<file path="src/rtl/hazard_pkg.sv">
// Shared types for the pipeline hazard controller: sequencer states and
// E-stage operand forwarding selects.
package hazard_pkg;

  typedef enum logic [1:0] {
    RST_FLUSH = 2'b00,
    RUN       = 2'b01,
    MD_BUSY   = 2'b10,
    MEM_WAIT  = 2'b11
  } hz_state_t;

  typedef enum logic [1:0] {
    FWD_RF = 2'b00,
    FWD_W  = 2'b01,
    FWD_M  = 2'b10
  } fwd_sel_t;

  // A load in E whose destination feeds either source of the instruction in D.
  function automatic logic load_use_hit(input logic       mem_read_e,
                                        input logic [4:0] rd_e,
                                        input logic [4:0] rs1_d,
                                        input logic [4:0] rs2_d);
    return mem_read_e && (rd_e != 5'd0) && ((rd_e == rs1_d) || (rd_e == rs2_d));
  endfunction

endpackage

</file>
<file path="src/rtl/forward_unit.sv">
// Operand forwarding select for one E-stage source register; combinational,
// zero latency. The younger M-stage result wins over W; x0 never forwards.
module forward_unit
  import hazard_pkg::*;
(
  input  logic [4:0] rs_e,
  input  logic [4:0] rd_m,
  input  logic [4:0] rd_w,
  input  logic       reg_write_m,
  input  logic       reg_write_w,
  output fwd_sel_t   fwd_sel
);

  always_comb begin
    fwd_sel = FWD_RF;
    if ((rs_e != 5'd0) && reg_write_m && (rd_m == rs_e)) begin
      fwd_sel = FWD_M;
    end else if ((rs_e != 5'd0) && reg_write_w && (rd_w == rs_e)) begin
      fwd_sel = FWD_W;
    end
  end

endmodule

</file>
<file path="src/rtl/pipeline_hazard_controller.sv">
// Stall/flush/forward sequencer for a 5-stage pipeline. Outputs are combinational
// from registered state plus current inputs; multi-cycle events hold upstream stages.
module pipeline_hazard_controller
  import hazard_pkg::*;
#(
  parameter int unsigned MD_LAT      = 4,
  parameter int unsigned MEM_TIMEOUT = 64
) (
  input  logic       CLK,
  input  logic       RST_N,
  input  logic [4:0] Rs1_D,
  input  logic [4:0] Rs2_D,
  input  logic [4:0] Rs1_E,
  input  logic [4:0] Rs2_E,
  input  logic [4:0] Rd_E,
  input  logic [4:0] Rd_M,
  input  logic [4:0] Rd_W,
  input  logic       RegWrite_M,
  input  logic       RegWrite_W,
  input  logic       MemRead_E,
  input  logic       PCSrc_E,
  input  logic       MdStart_E,
  input  logic       DMemReq_M,
  input  logic       DMemReady_M,
  output logic       Stall_F,
  output logic       Stall_D,
  output logic       Stall_E,
  output logic       Stall_M,
  output logic       Flush_D,
  output logic       Flush_E,
  output logic       Flush_W,
  output logic [1:0] ForwardA_E,
  output logic [1:0] ForwardB_E,
  output logic       MdDone_E,
  output logic       MemTimeout
);

  localparam int unsigned WCW = $clog2(MEM_TIMEOUT + 1);
  localparam logic [WCW-1:0] WAIT_MAX = WCW'(MEM_TIMEOUT);
  localparam logic [3:0] MD_LOAD = 4'(MD_LAT - 1);

  hz_state_t      state_q, state_d;
  logic [3:0]     md_cnt_q, md_cnt_d;
  logic [WCW-1:0] wait_cnt_q, wait_cnt_d;
  logic           mem_timeout_q, mem_timeout_d;

  fwd_sel_t fwd_a, fwd_b;
  logic     mem_stall, lw_stall, run_eval;

  forward_unit u_fwd_a (
    .rs_e        (Rs1_E),
    .rd_m        (Rd_M),
    .rd_w        (Rd_W),
    .reg_write_m (RegWrite_M),
    .reg_write_w (RegWrite_W),
    .fwd_sel     (fwd_a)
  );

  forward_unit u_fwd_b (
    .rs_e        (Rs2_E),
    .rd_m        (Rd_M),
    .rd_w        (Rd_W),
    .reg_write_m (RegWrite_M),
    .reg_write_w (RegWrite_W),
    .fwd_sel     (fwd_b)
  );

  assign mem_stall  = DMemReq_M && !DMemReady_M;
  assign lw_stall   = load_use_hit(MemRead_E, Rd_E, Rs1_D, Rs2_D);
  assign MemTimeout = mem_timeout_q;

  always_comb begin
    state_d       = state_q;
    md_cnt_d      = md_cnt_q;
    wait_cnt_d    = wait_cnt_q;
    mem_timeout_d = mem_timeout_q;
    run_eval      = 1'b0;
    Stall_F       = 1'b0;
    Stall_D       = 1'b0;
    Stall_E       = 1'b0;
    Stall_M       = 1'b0;
    Flush_D       = 1'b0;
    Flush_E       = 1'b0;
    Flush_W       = 1'b0;
    MdDone_E      = 1'b0;
    ForwardA_E    = fwd_a;
    ForwardB_E    = fwd_b;

    unique case (state_q)
      RST_FLUSH: begin
        Flush_D    = 1'b1;
        Flush_E    = 1'b1;
        Flush_W    = 1'b1;
        ForwardA_E = FWD_RF;
        ForwardB_E = FWD_RF;
        state_d    = RUN;
      end
      RUN: run_eval = 1'b1;
      MD_BUSY: begin
        Stall_F = 1'b1;
        Stall_D = 1'b1;
        Stall_E = 1'b1;
        // A memory stall freezes the mul/div countdown along with M.
        if (mem_stall) begin
          Stall_M = 1'b1;
        end else if (md_cnt_q == 4'd1) begin
          MdDone_E = 1'b1;
          md_cnt_d = 4'd0;
          state_d  = RUN;
        end else begin
          md_cnt_d = md_cnt_q - 4'd1;
        end
      end
      MEM_WAIT: begin
        if (DMemReady_M) begin
          run_eval = 1'b1;
        end else begin
          Stall_F    = 1'b1;
          Stall_D    = 1'b1;
          Stall_E    = 1'b1;
          Stall_M    = 1'b1;
          Flush_W    = 1'b1;
          wait_cnt_d = (wait_cnt_q == WAIT_MAX) ? WAIT_MAX : wait_cnt_q + 1'b1;
          if (wait_cnt_d == WAIT_MAX) mem_timeout_d = 1'b1;
        end
      end
      default: state_d = RST_FLUSH;
    endcase

    // Free-running decision; also used on the cycle a memory wait completes.
    if (run_eval) begin
      state_d    = RUN;
      wait_cnt_d = '0;
      if (mem_stall) begin
        Stall_F    = 1'b1;
        Stall_D    = 1'b1;
        Stall_E    = 1'b1;
        Stall_M    = 1'b1;
        Flush_W    = 1'b1;
        wait_cnt_d = WCW'(1);
        state_d    = MEM_WAIT;
      end else if (MdStart_E) begin
        Stall_F  = 1'b1;
        Stall_D  = 1'b1;
        md_cnt_d = MD_LOAD;
        state_d  = MD_BUSY;
      end else if (PCSrc_E) begin
        Flush_D = 1'b1;
        Flush_E = 1'b1;
      end else if (lw_stall) begin
        Stall_F = 1'b1;
        Stall_D = 1'b1;
        Flush_E = 1'b1;
      end
    end
  end

  always_ff @(posedge CLK) begin
    if (!RST_N) begin
      state_q       <= RST_FLUSH;
      md_cnt_q      <= 4'd0;
      wait_cnt_q    <= '0;
      mem_timeout_q <= 1'b0;
    end else begin
      state_q       <= state_d;
      md_cnt_q      <= md_cnt_d;
      wait_cnt_q    <= wait_cnt_d;
      mem_timeout_q <= mem_timeout_d;
    end
  end

endmodule

</file>
<file path="config.mk">
export PLATFORM = sky130hd
export DESIGN_NAME = pipeline_hazard_controller
export DESIGN_NICKNAME = d
export VERILOG_FILES = /design/src/rtl/hazard_pkg.sv /design/src/rtl/forward_unit.sv /design/src/rtl/pipeline_hazard_controller.sv
export SDC_FILE = /design/constraint.sdc
export NUM_CORES = 1
export LEC_CHECK = 0
export BUFFER_PORTS_ARGS = -buffer_cell sky130_fd_sc_hd__buf_2
export CAP_MARGIN = 25
export CORE_MARGIN = 2
export CORE_UTILIZATION = 48
export DETAILED_ROUTE_END_ITERATION = 6
export PLACE_DENSITY = 0.86
export SLEW_MARGIN = 10
export SYNTH_ARGS = -nofsm -noshare
export SYNTH_HDL_FRONTEND = slang
export SYNTH_HIERARCHICAL = 1
export SYNTH_SLANG_ARGS = --single-unit
</file>
<file path="constraint.sdc">
create_clock -name CLK -period 2.6 [get_ports CLK]
set_input_delay 0.52 -clock CLK [delete_from_list [all_inputs] [get_ports CLK]]
set_output_delay 0.52 -clock CLK [all_outputs]
set_load 0.01 [all_outputs]
</file>
==> results.md, run 1 <==
Timing:
- The worst slew margin relative to its limit is 70.7%.
- Dividing the final minimum period by the clock period gives 93.2%.
- The minimum clock period is 2.42 ns.
- The worst setup slack after layout is 0.176 ns.
- The final setup violation count is 0.
- The maximum achievable frequency is 412 MHz.
- The tightest hold path in the finished design has a slack of 0.475 ns.
- For the pin with the worst max-slew slack, the measured transition is 0.435 ns.
- Setup repair after global routing left no endpoint under its margin.
- Between clock sinks in the finished design, the worst skew comes to 0.00506 ns.
- In the final timing run, aggregate negative setup slack is 0 ns.
- The number of pins with negative max-slew slack in the final report is 0.
- The count of endpoints failing hold in the final timing report is 0.

Clock tree:
- Buffers added to address setup during post-CTS repair amount to 0.
- The root buffer cell chosen for the clock tree is clkbuf_4.
- The number of hold buffers added after CTS was 0.
- The TritonCTS clock tree is built.
- After clock tree synthesis, the repair step resized 0 gates.
- The count of clock tree sinks is 14.
- For the worst-skew pair, the clock arrives at the later sink with an insertion delay of 0.30 ns.
- The buffer depth of the longest clock path is 2.
- The H-tree level count is 1.
- After clock tree synthesis, the clock-pin slew on the worst setup and hold paths is 0.09 ns.
- Buffers inserted during clock tree synthesis total 3.

Job:
- The max capacitance violation total is 0.

Synth:
- The yosys synthesis warning count is 6.
- Counting every net in the synthesized netlist gives 244.
- In this run the mean area of a mapped cell was 7.74 µm².
- For this run, the leading register cell type out of synthesis is dfxtp_1.
- In this run the biggest area consumer among cell types represents 18.9% of the synthesized area.
- The area of the mapped netlist is 1490 µm².
- The count of cell types in the netlist is 49.
- Counting flops with a built-in enable in the synthesized netlist gives 0.
- In the synthesized netlist the async set-or-reset flop fraction comes to 0%.
- The synthesized flop and latch total is 14.
- The cell taking the most area after synthesis is dfxtp_1.
- In the synthesized netlist, the cells that appear most often are xor2_1 (20), nor2_1 (15), dfxtp_1 (14).
- Sequential cells were found to cover 18.9% of the synthesized design area.
- Ranked by total cell area, the synthesized netlist is headed by dfxtp_1 (19%), xor2_1 (12%), xnor2_1 (7.7%).
- The cell count after synthesis came out at 192.
- The most common cell in the synthesized netlist is xor2_1.

Global route:
- The number of global-route vias before repair is 1457.
- The first-pass GRT wire length is 6050 µm.
- The residual overflow from global routing is 0.
- The number of antenna violations at the first check in global routing is 0.
- Entering global routing, the biggest net connects 14 pins.
- In the global route stage, overall resource usage came out at 21.9%.

Worst setup path:
- The maximum fanout along the worst path is 10.
- The kind of critical path is flop to output pin.
- The data arrival at the endpoint of the critical path is 1.90 ns.
- The startpoint type of the worst setup path is a flop.
- The data required time at the worst endpoint is 2.08 ns.
- The sort of element at the end of the critical path is an output pin.
- The startpoint of the worst register-to-register path is wait_cnt_q[0]$_SDFFE_PN0P_.
- The timing startpoint of the critical path is state_q[1]$_SDFFE_PN0P_.

Floorplan:
- The horizontal extent of the die is 59.6 µm.
- The floorplan die height is 59.6 µm.
- The I/O pin count is 57.
- The core box area is 3000 µm².
- The floorplan has 20 rows.
- The floorplan step defined a die boundary enclosing 3560 µm².
- The initial cell density of the core is 49.5%.

Power and ir drop:
- Across the VDD grid, the largest voltage drop is 0.000185 V.
- For this design the static power due to leakage is 0.000778 µW.
- Power spread over the standard cell area amounts to 396 nW/µm².

Routing:
- For this run, the detailed router's first-pass iteration total came to 4.
- In the routed design, unresolved DRC markers number 0.
- The detail route stage leaves a number of antenna-violating nets equal to 0.
- The detailed-route via count is 1546.
- After the first detailed-routing iteration, the DRC count stood at 67.
- The via density per instance is 5.56.
- The final layout contains routed wiring with a total length of 3480 µm.
- In the final routed layout, each cell accounts on average for 12.5 µm.

Final layout:
- Compared with the post-synthesis result, the final layout area differs by 21.7%.
- At the end of the flow the core is filled with cells to 60.2%.
- The multi-input combinational cell area is 1130 µm².
- After the last flow step, the layout net total stands at 298.
- The final-layout fill cell count is 282.
- Cells with a size suffix above 1 make up 26.1% of the layout.
- The final cell count without fillers is 278.
- Across the whole layout, storage elements account for 280 µm².
- 0 antenna diodes ended up in the layout.

Placement:
- The final weighted congestion of routability-driven global placement is 0.823.
- Timing analysis after detailed placement gives a worst setup slack of 0.355 ns.
- Once detailed placement completed, the half-perimeter wirelength came to 2820 µm.
- After detailed placement, the design holds a cell count of 274.
- The number of buffers inserted by port buffering is 56.

Outcome:
- The flow ran to the end, and the final reports show no timing, DRC or antenna violations.

Min path:
- In this run the worst hold path is classified as flop to flop.
- The worst hold path startpoint is MemTimeout$_SDFFE_PN0P_.
==> worst max-delay path, cell delays in order, from the launching register on <==
cell and delay [ns]:
dfxtp_1 0.34, inv_1 0.09, ha_1 0.36, a21o_1 0.23
nand3_1 0.10, o31ai_1 0.30, buf_2 0.20
==> metal layers <==
layer | vias to the layer above | GRT usage (%) | part of all wire (%)
met5 | - | 0 | 0
met4 | 0 | 10.8 | 1.7
met3 | 4 | 3.06 | 5.1
met2 | 46 | 39.1 | 49
met1 | 704 | 25.2 | 44
li1 | 792 | - | -
==> logic make-up after synthesis <==
kind of cell             Yosys count  synth area share [%]
XOR/XNOR                          33                  19.5
flip-flops                        14                  18.9
adder cells (fa/ha/maj)            8                  6.74
buffers and inverters             17                  4.89
AND/OR/NAND/NOR                   77                  29.7
multiplexers                       1                 0.758
AO/OA/AOI/OAI                     42                  19.6
==> flip-flops by register name, summed over array words and instances (netlist names) <==
signal / flops
wait_cnt_q: 7
MemTimeout: 1
md_cnt_q: 4
state_q: 2
==> per-stage QoR <==
step | total power [µW] | instance area, µm²
final | 716 | 1810
after global placement | 545 | 1770
after CTS | 722 | 1810
after detailed placement | 553 | 1770
after floorplan | 445 | 1490
after global routing | 770 | 1810
==> power breakdown <==
part           total (µW)  leakage, µW  switching, µW  internal, µW
Combinational         307     0.000643            169           138
Clock                 167    0.0000210           81.7          85.5
Sequential            242     0.000114           13.5           228
==> placed cells by master (no fill, tap or decap), types with 4 or more instances in the layout <==
| master | n |
|---|---|
| buf_2 | 56 |
| xor2_1 | 20 |
| nor2_1 | 15 |
| dfxtp_1 | 14 |
| xnor2_1 | 13 |
| nand2_1 | 11 |
| a21oi_1 | 11 |
| inv_1 | 10 |
| ha_1 | 8 |
| nor2b_1 | 6 |
| nand3_1 | 6 |
| nor3_1 | 5 |
| nand4_1 | 5 |
| a31oi_1 | 5 |
| nand2b_1 | 4 |
| o21ai_0 | 4 |
==> final timing paths <==
check	endpoint	slack, ns	cells after the start
worst max-delay path	Stall_D	0.18	6
worst min-delay path	MemTimeout$_SDFFE_PN0P_	0.48	1
worst max register to register	MemTimeout$_SDFFE_PN0P_	0.81	5
worst min register to register	MemTimeout$_SDFFE_PN0P_	0.48	1
==> cell type report <==
cell class | count | area share, %
multi-input cells | 161 | 62.6
flip-flops and latches | 14 | 15.5
repair buffers | 56 | 15.5
well taps | 33 | 2.28
inverters | 10 | 2.08
clock buffers | 4 | 2.01
Power figures use the tool's default switching activity.
==> run 2: changes to the inputs <==
CTS_BUF_LIST = sky130_fd_sc_hd__clkbuf_8   (was not set)
==> run 2 against run 1 <==
Effect of this change: sequential share of layout area shrank 0.16 points; combinational power is essentially flat; register-to-register slack is essentially flat; clock power grew 33%; power grew 7.8%; sequential power is essentially flat; clock skew shrank 0.00061 ns; sequential cell count is the same; critical path depth is the same; global-route usage grew 0.090 points; first-iteration DRC count grew 13%; clock-buffer cell count is the same; critical path type unchanged; largest cell class unchanged; highest routed layer unchanged.
==> results.md, run 2 (same netlist as run 1, synthesis figures left out) <==
Outcome:
- Outcome: finished, final reports clean (unchanged).

Worst setup path:
- The data required time at the worst endpoint is 2.08 ns (about the same).
- The critical path's top delay family was compound AO/OA/AOI/OAI gates (unchanged).
- The maximum fanout along the worst path was 10 (unchanged).
- The delay of the slowest critical-path stage came to 0.37 ns (was 0.36 ns).
- The cell at the slowest stage of the critical path is ha_1 (unchanged).
- List of cells traversed by the critical path: inv_1, ha_1, a21o_1, nand3_1, o31ai_1, buf_2 (unchanged).
- The startpoint type of the worst setup path is a flop (unchanged).
- The kind of critical path was flop to output pin (unchanged).
- The number of buffer and inverter stages on the critical path was 2 (unchanged).
- The sort of element at the end of the critical path is an output pin (unchanged).
- The data arrival at the endpoint of the critical path was 1.87 ns (was 1.90 ns).

Clock tree:
- The clock root buffer was clkbuf_8 (was clkbuf_4).
- The post-cts hold buffer count is 0 (unchanged).
- The worst-skew pair later-pin latency was 0.25 ns (was 0.30 ns).
- The post-cts resize count is 0 (unchanged).
- The count of clock tree sinks is 14 (unchanged).
- The H-tree level count is 1 (unchanged).
- The buffer depth of the longest clock path is 2 (unchanged).
- The total CTS buffers is 3 (unchanged).
- The CTS clock-pin slew for the worst setup and hold paths is 0.06 ns (was 0.09 ns).
- The post-CTS repair timing setup buffer count came to 0 (unchanged).
- The TritonCTS clock tree is built (unchanged).

Global route:
- The first-pass GRT wire length was 6130 µm (was 6050 µm).
- The residual overflow from global routing is 0 (unchanged).
- The pin count of the biggest net entering global routing is 14 (unchanged).
- The number of antenna violations at the first check in global routing is 0 (unchanged).
- The global-route usage over all layers came to 22.0% (was 21.9%).
- The number of global-route vias before repair was 1481 (was 1457).

Routing:
- The post-detailed-route DRC marker count is 0 (unchanged).
- The first-iteration detailed-routing DRC count is 76 (was 67).
- The mean routed wirelength per cell is 12.6 µm (was 12.5 µm).
- The final routed wirelength across all metal layers came to 3510 µm (was 3480 µm).
- The post-route antenna net violation count came to 0 (unchanged).
- The detailed-route via count came to 1572 (was 1546).
- The number of detailed-routing iterations run before antenna repair is 4 (unchanged).
- The via density per instance was 5.65 (was 5.56).

Timing:
- The maximum achievable frequency was 419 MHz (was 412 MHz).
- The worst setup slack after layout is 0.214 ns (was 0.176 ns).
- The final setup violation count is 0 (unchanged).
- The minimum clock period is 2.39 ns (was 2.42 ns).
- The final cycle utilization of the critical path is 91.8% (was 93.2%).
- The clock tree skew after final layout is 0.00445 ns (was 0.00506 ns).
- RSZ-0062 raised after global routing: false (unchanged).
- The worst slew margin relative to its limit is 70.9% (was 70.7%).
- The slew at the pin closest to its max-slew limit is 0.433 ns (was 0.435 ns).
- The post-route setup TNS was 0 ns (unchanged).
- The number of pins with negative max-slew slack in the final report was 0 (unchanged).
- The count of endpoints failing hold in the final timing report is 0 (unchanged).

Floorplan:
- The initial cell density of the core is 49.5% (unchanged).
- The number of placement rows is 20 (unchanged).
- The core box area is 3000 µm² (unchanged).
- The I/O pin count is 57 (unchanged).
- The floorplan die height is 59.6 µm (unchanged).
- The horizontal extent of the die is 59.6 µm (unchanged).
- The area of the die is 3560 µm² (unchanged).

Placement:
- The number of buffers inserted by port buffering came to 56 (unchanged).
- The setup slack at placement is 0.355 ns (unchanged).
- The final weighted congestion of routability-driven global placement is 0.823 (unchanged).
- The cell count after placement is 274 (unchanged).
- The sum of net half-perimeters after detailed placement was 2820 µm (unchanged).

Final layout:
- The layout cell share with drive strength beyond 1 is 26.1% (unchanged).
- The register with the most flip-flops is wait_cnt_q (unchanged).
- The most common library cell in the layout ignoring fill and taps is buf_2 (unchanged).
- Leading cell types in the layout, fill and taps excluded: buf_2 (56), xor2_1 (20), nor2_1 (15) (unchanged).
- The final design utilization is 60.8% (was 60.2%).
- The antenna diode count is 0 (unchanged).
- The final-layout fill cell count was 284 (was 282).
- The post-layout net count is 298 (unchanged).
- The final cell count without fillers came to 278 (unchanged).
- The number of flip-flops in the largest register is 7 (unchanged).
- Leading registers by flop count: wait_cnt_q (7), md_cnt_q (4), state_q (2) (unchanged).
- The layout overhead on the synthesized area is 23.0% (was 21.7%).

Power and ir drop:
- The peak supply drop was 0.000186 V (was 0.000185 V).
- The power per cell area was 422 nW/µm² (was 396 nW/µm²).
- The overall power is 772 µW (was 716 µW).
- The static leakage is 0.000785 µW (was 0.000778 µW).

Job:
- The max capacitance violation total is 0 (unchanged).

Min path:
- The worst min-delay path class is flop to flop (unchanged).
[run 2: cell count changes in the layout (fill, tap and decap cells not counted)]
cell and delta:
clkbuf_4 -3, clkbuf_8 +3
[run 2: worst paths after layout]
check / start / end / slack, ns / cells past startpoint
worst min-delay path: MemTimeout$_SDFFE_PN0P_ / MemTimeout$_SDFFE_PN0P_ / 0.47 / 1
worst max-delay path: state_q[1]$_SDFFE_PN0P_ / Stall_D / 0.21 / 6
worst max register to register: wait_cnt_q[0]$_SDFFE_PN0P_ / MemTimeout$_SDFFE_PN0P_ / 0.82 / 5
worst min register to register: MemTimeout$_SDFFE_PN0P_ / MemTimeout$_SDFFE_PN0P_ / 0.47 / 1
[run 2: final cells by class]
cell class / count / area [µm²] / area share (%)
sequential: 14 / 280 / 15.3
inverter: 10 / 37.5 / 2.05
tap: 33 / 41.3 / 2.26
clock buffer: 4 / 55.1 / 3.01
timing repair buffer: 56 / 280 / 15.3
multi-input combinational: 161 / 1130 / 62.0
[run 2: through the flow]
step                hold WS [ns]  cell area (µm²)
floorplan                  0.480             1490
global placement           0.454             1770
detailed placement         0.458             1770
CTS                        0.473             1830
global route               0.494             1830
finish                     0.468             1830
[run 2: layer usage]
metal | GRT usage, % | vias up | wire length [µm]
met5 | 0 | - | 0
met4 | 7.94 | 0 | 47
met3 | 3.71 | 5 | 199
met2 | 40.2 | 52 | 1750
met1 | 25.3 | 723 | 1510
li1 | - | 792 | -
[run 2: where the power goes]
part           internal (µW)  switching, µW
clock                    135           87.3
sequential               229           13.6
combinational            138            170
total                    501            271
==> run 3: changes to the inputs <==
SLEW_MARGIN = not set   (was 10)
clock period = 2.75 ns   (was 2.6 ns; I/O delays follow)
==> run 3 against run 2 <==
Effect of this change: via count shrank 0.89%; critical path type unchanged; largest power group unchanged; first-iteration DRC count fell by 7.9%; utilization unchanged; die area stayed put; register-to-register slack better by 0.15 ns; final cell count is the same; combinational power fell by 6%; highest routed layer unchanged.
==> results.md, run 3 (same netlist as run 1, synthesis figures left out) <==
Final layout:
- The most common library cell in the layout ignoring fill and taps is buf_2 (unchanged).
- The layout overhead on the synthesized area is 23.0% (unchanged).
- The antenna diode count is 0 (unchanged).
- Leading registers by flop count: wait_cnt_q (7), md_cnt_q (4), state_q (2) (unchanged).
- The post-layout net count is 298 (unchanged).
- The layout cell share with drive strength beyond 1 was 26.1% (unchanged).
- The final-layout fill cell count is 269 (was 284).
- Leading cell types in the layout, fill and taps excluded: buf_2 (56), xor2_1 (20), nor2_1 (15) (unchanged).
- The register with the most flip-flops is wait_cnt_q (unchanged).
- The number of flip-flops in the largest register is 7 (unchanged).

Clock tree:
- The worst-skew pair later-pin latency came to 0.25 ns (about the same).
- The total CTS buffers is 3 (unchanged).
- The buffer depth of the longest clock path is 2 (unchanged).
- The count of clock tree sinks is 14 (unchanged).
- The clock root buffer is clkbuf_8 (unchanged).
- The CTS clock-pin slew for the worst setup and hold paths is 0.06 ns (about the same).
- The post-cts hold buffer count came to 0 (unchanged).
- The H-tree level count was 1 (unchanged).
- The post-cts resize count is 0 (unchanged).
- The post-CTS repair timing setup buffer count was 0 (unchanged).
- The TritonCTS clock tree is built (unchanged).

Timing:
- The final setup violation count is 0 (unchanged).
- The number of pins with negative max-slew slack in the final report is 0 (unchanged).
- The worst slew margin relative to its limit is 73.0% (was 70.9%).
- For this run, the top clock speed supported by timing is 424 MHz.
- The clock tree skew after final layout is 0.00150 ns (was 0.00445 ns).
- RSZ-0062 raised after global routing: false (unchanged).
- The smallest clock period supported by the final layout is computed as 2.36 ns.
- The worst setup slack after layout is 0.389 ns (was 0.214 ns).
- The slew at the pin closest to its max-slew limit is 0.395 ns (was 0.433 ns).
- In the finished design, the share of the clock period the worst path needs comes to 85.8%.
- The count of endpoints failing hold in the final timing report is 0 (unchanged).
- The post-route setup TNS is 0 ns (unchanged).

Min path:
- The worst min-delay path class is flop to flop (unchanged).
- The worst hold path startpoint is MemTimeout$_SDFFE_PN0P_ (unchanged).

Worst setup path:
- The delay of the slowest critical-path stage was 0.37 ns (about the same).
- The startpoint type of the worst setup path is a flop (unchanged).
- The startpoint of the worst register-to-register path is wait_cnt_q[0]$_SDFFE_PN0P_ (unchanged).
- The critical path's top delay family is compound AO/OA/AOI/OAI gates (unchanged).
- The data arrival at the endpoint of the critical path is 1.81 ns (was 1.87 ns).
- The data required time at the worst endpoint was 2.20 ns (was 2.08 ns).
- The number of buffer and inverter stages on the critical path came to 1 (was 2).
- The maximum fanout along the worst path is 10 (unchanged).
- The cell at the slowest stage of the critical path is dfxtp_1 (was ha_1).
- The sort of element at the end of the critical path is an output pin (unchanged).
- The register-to-register path setup slack is 0.97 ns (was 0.82 ns).
- The kind of critical path is flop to output pin (unchanged).
- The timing startpoint of the critical path is state_q[0]$_SDFFE_PN0P_ (was state_q[1]$_SDFFE_PN0P_).
- List of cells traversed by the critical path: ha_1, a21o_1, nand3_1, o31ai_1, buf_2 (was inv_1, ha_1, a21o_1, nand3_1, o31ai_1, buf_2).

Global route:
- The number of antenna violations at the first check in global routing is 0 (unchanged).
- The global-route usage over all layers came to 21.3% (was 22.0%).
- The pin count of the biggest net entering global routing is 14 (unchanged).
- The residual overflow from global routing came to 0 (unchanged).
- The first-pass GRT wire length is 5850 µm (was 6130 µm).
- The number of global-route vias before repair was 1435 (was 1481).

Routing:
- The detailed-route via count was 1558 (was 1572).
- The mean routed wirelength per cell is 12.4 µm (was 12.6 µm).
- The via density per instance is 5.60 (was 5.65).
- The number of detailed-routing iterations run before antenna repair is 4 (unchanged).
- The first-iteration detailed-routing DRC count is 70 (was 76).
- The final routed wirelength across all metal layers was 3450 µm (was 3510 µm).
- The post-detailed-route DRC marker count came to 0 (unchanged).
- The post-route antenna net violation count is 0 (unchanged).

Job:
- The max capacitance violation total is 0 (unchanged).

Floorplan:
- The horizontal extent of the die is 59.6 µm (unchanged).
- The initial cell density of the core is 49.5% (unchanged).
- The area of the die is 3560 µm² (unchanged).
- The core box area is 3000 µm² (unchanged).
- The I/O pin count is 57 (unchanged).
- The number of placement rows is 20 (unchanged).
- The floorplan die height is 59.6 µm (unchanged).

Outcome:
- Outcome: finished, final reports clean (unchanged).

Placement:
- The setup slack at placement came to 0.436 ns (was 0.355 ns).
- The number of buffers inserted by port buffering is 56 (unchanged).
- The final weighted congestion of routability-driven global placement came to 0.823 (about the same).
- The sum of net half-perimeters after detailed placement is 2830 µm (was 2820 µm).

Power and ir drop:
- The static leakage is 0.000785 µW (unchanged).
- The peak supply drop is 0.000185 V (was 0.000186 V).
- The power per cell area is 396 nW/µm² (was 422 nW/µm²).
-- run 3: cell counts in the layout (fill, tap and decap cells not counted) --
Identical to the previous run, type by type.
-- run 3: final cells by class --
class / count / area, µm² / area share, %
clock buffers: 4 / 55.1 / 3.01
inverters: 10 / 37.5 / 2.05
multi-input cells: 161 / 1130 / 62.0
flip-flops and latches: 14 / 280 / 15.3
well taps: 33 / 41.3 / 2.26
repair buffers: 56 / 280 / 15.3
-- run 3: worst paths after layout --
check | end | cells after the start
max | Stall_F | 5
min | MemTimeout$_SDFFE_PN0P_ | 1
max reg2reg | MemTimeout$_SDFFE_PN0P_ | 5
min reg2reg | MemTimeout$_SDFFE_PN0P_ | 1
-- run 3: layer usage --
metal | vias up | wire length (µm) | global-route usage [%]
met5 | - | 0 | 0
met4 | 0 | 47 | 7.62
li1 | 794 | - | -
met3 | 4 | 208 | 3.28
met2 | 49 | 1730 | 38.9
met1 | 711 | 1470 | 25.0
-- run 3: worst reg2reg max path, cell delays in order (launching register included) --
cell	delay, ns
dfxtp_1	0.38
ha_1	0.27
and3_1	0.24
and4_1	0.22
a311o_1	0.33
a32o_1	0.24
-- run 3: metrics by stage --
step / hold WS, ns / utilization, % / std cells / power (µW) / area [µm²]
2_1_floorplan: 0.480 / - / 192 / 421 / 1490
3_3_place_gp: 0.454 / 59.0 / 274 / 515 / 1770
3_5_place_dp: 0.458 / 59.0 / 274 / 524 / 1770
4_1_cts: 0.472 / 60.8 / 278 / 733 / 1830
5_1_grt: 0.493 / 60.8 / 278 / 778 / 1830
6_report: 0.466 / 60.8 / 278 / 723 / 1830
-- run 3: report_power, final --
| part | total (µW) | internal [µW] | switching [µW] | leakage (µW) |
|---|---|---|---|---|
| clock | 204 | 127 | 76.9 | 0.0000288 |
| sequential | 230 | 216 | 13.4 | 0.000114 |
| combinational | 290 | 130 | 160 | 0.000643 |
| total | 723 | 473 | 250 | 0.000785 |
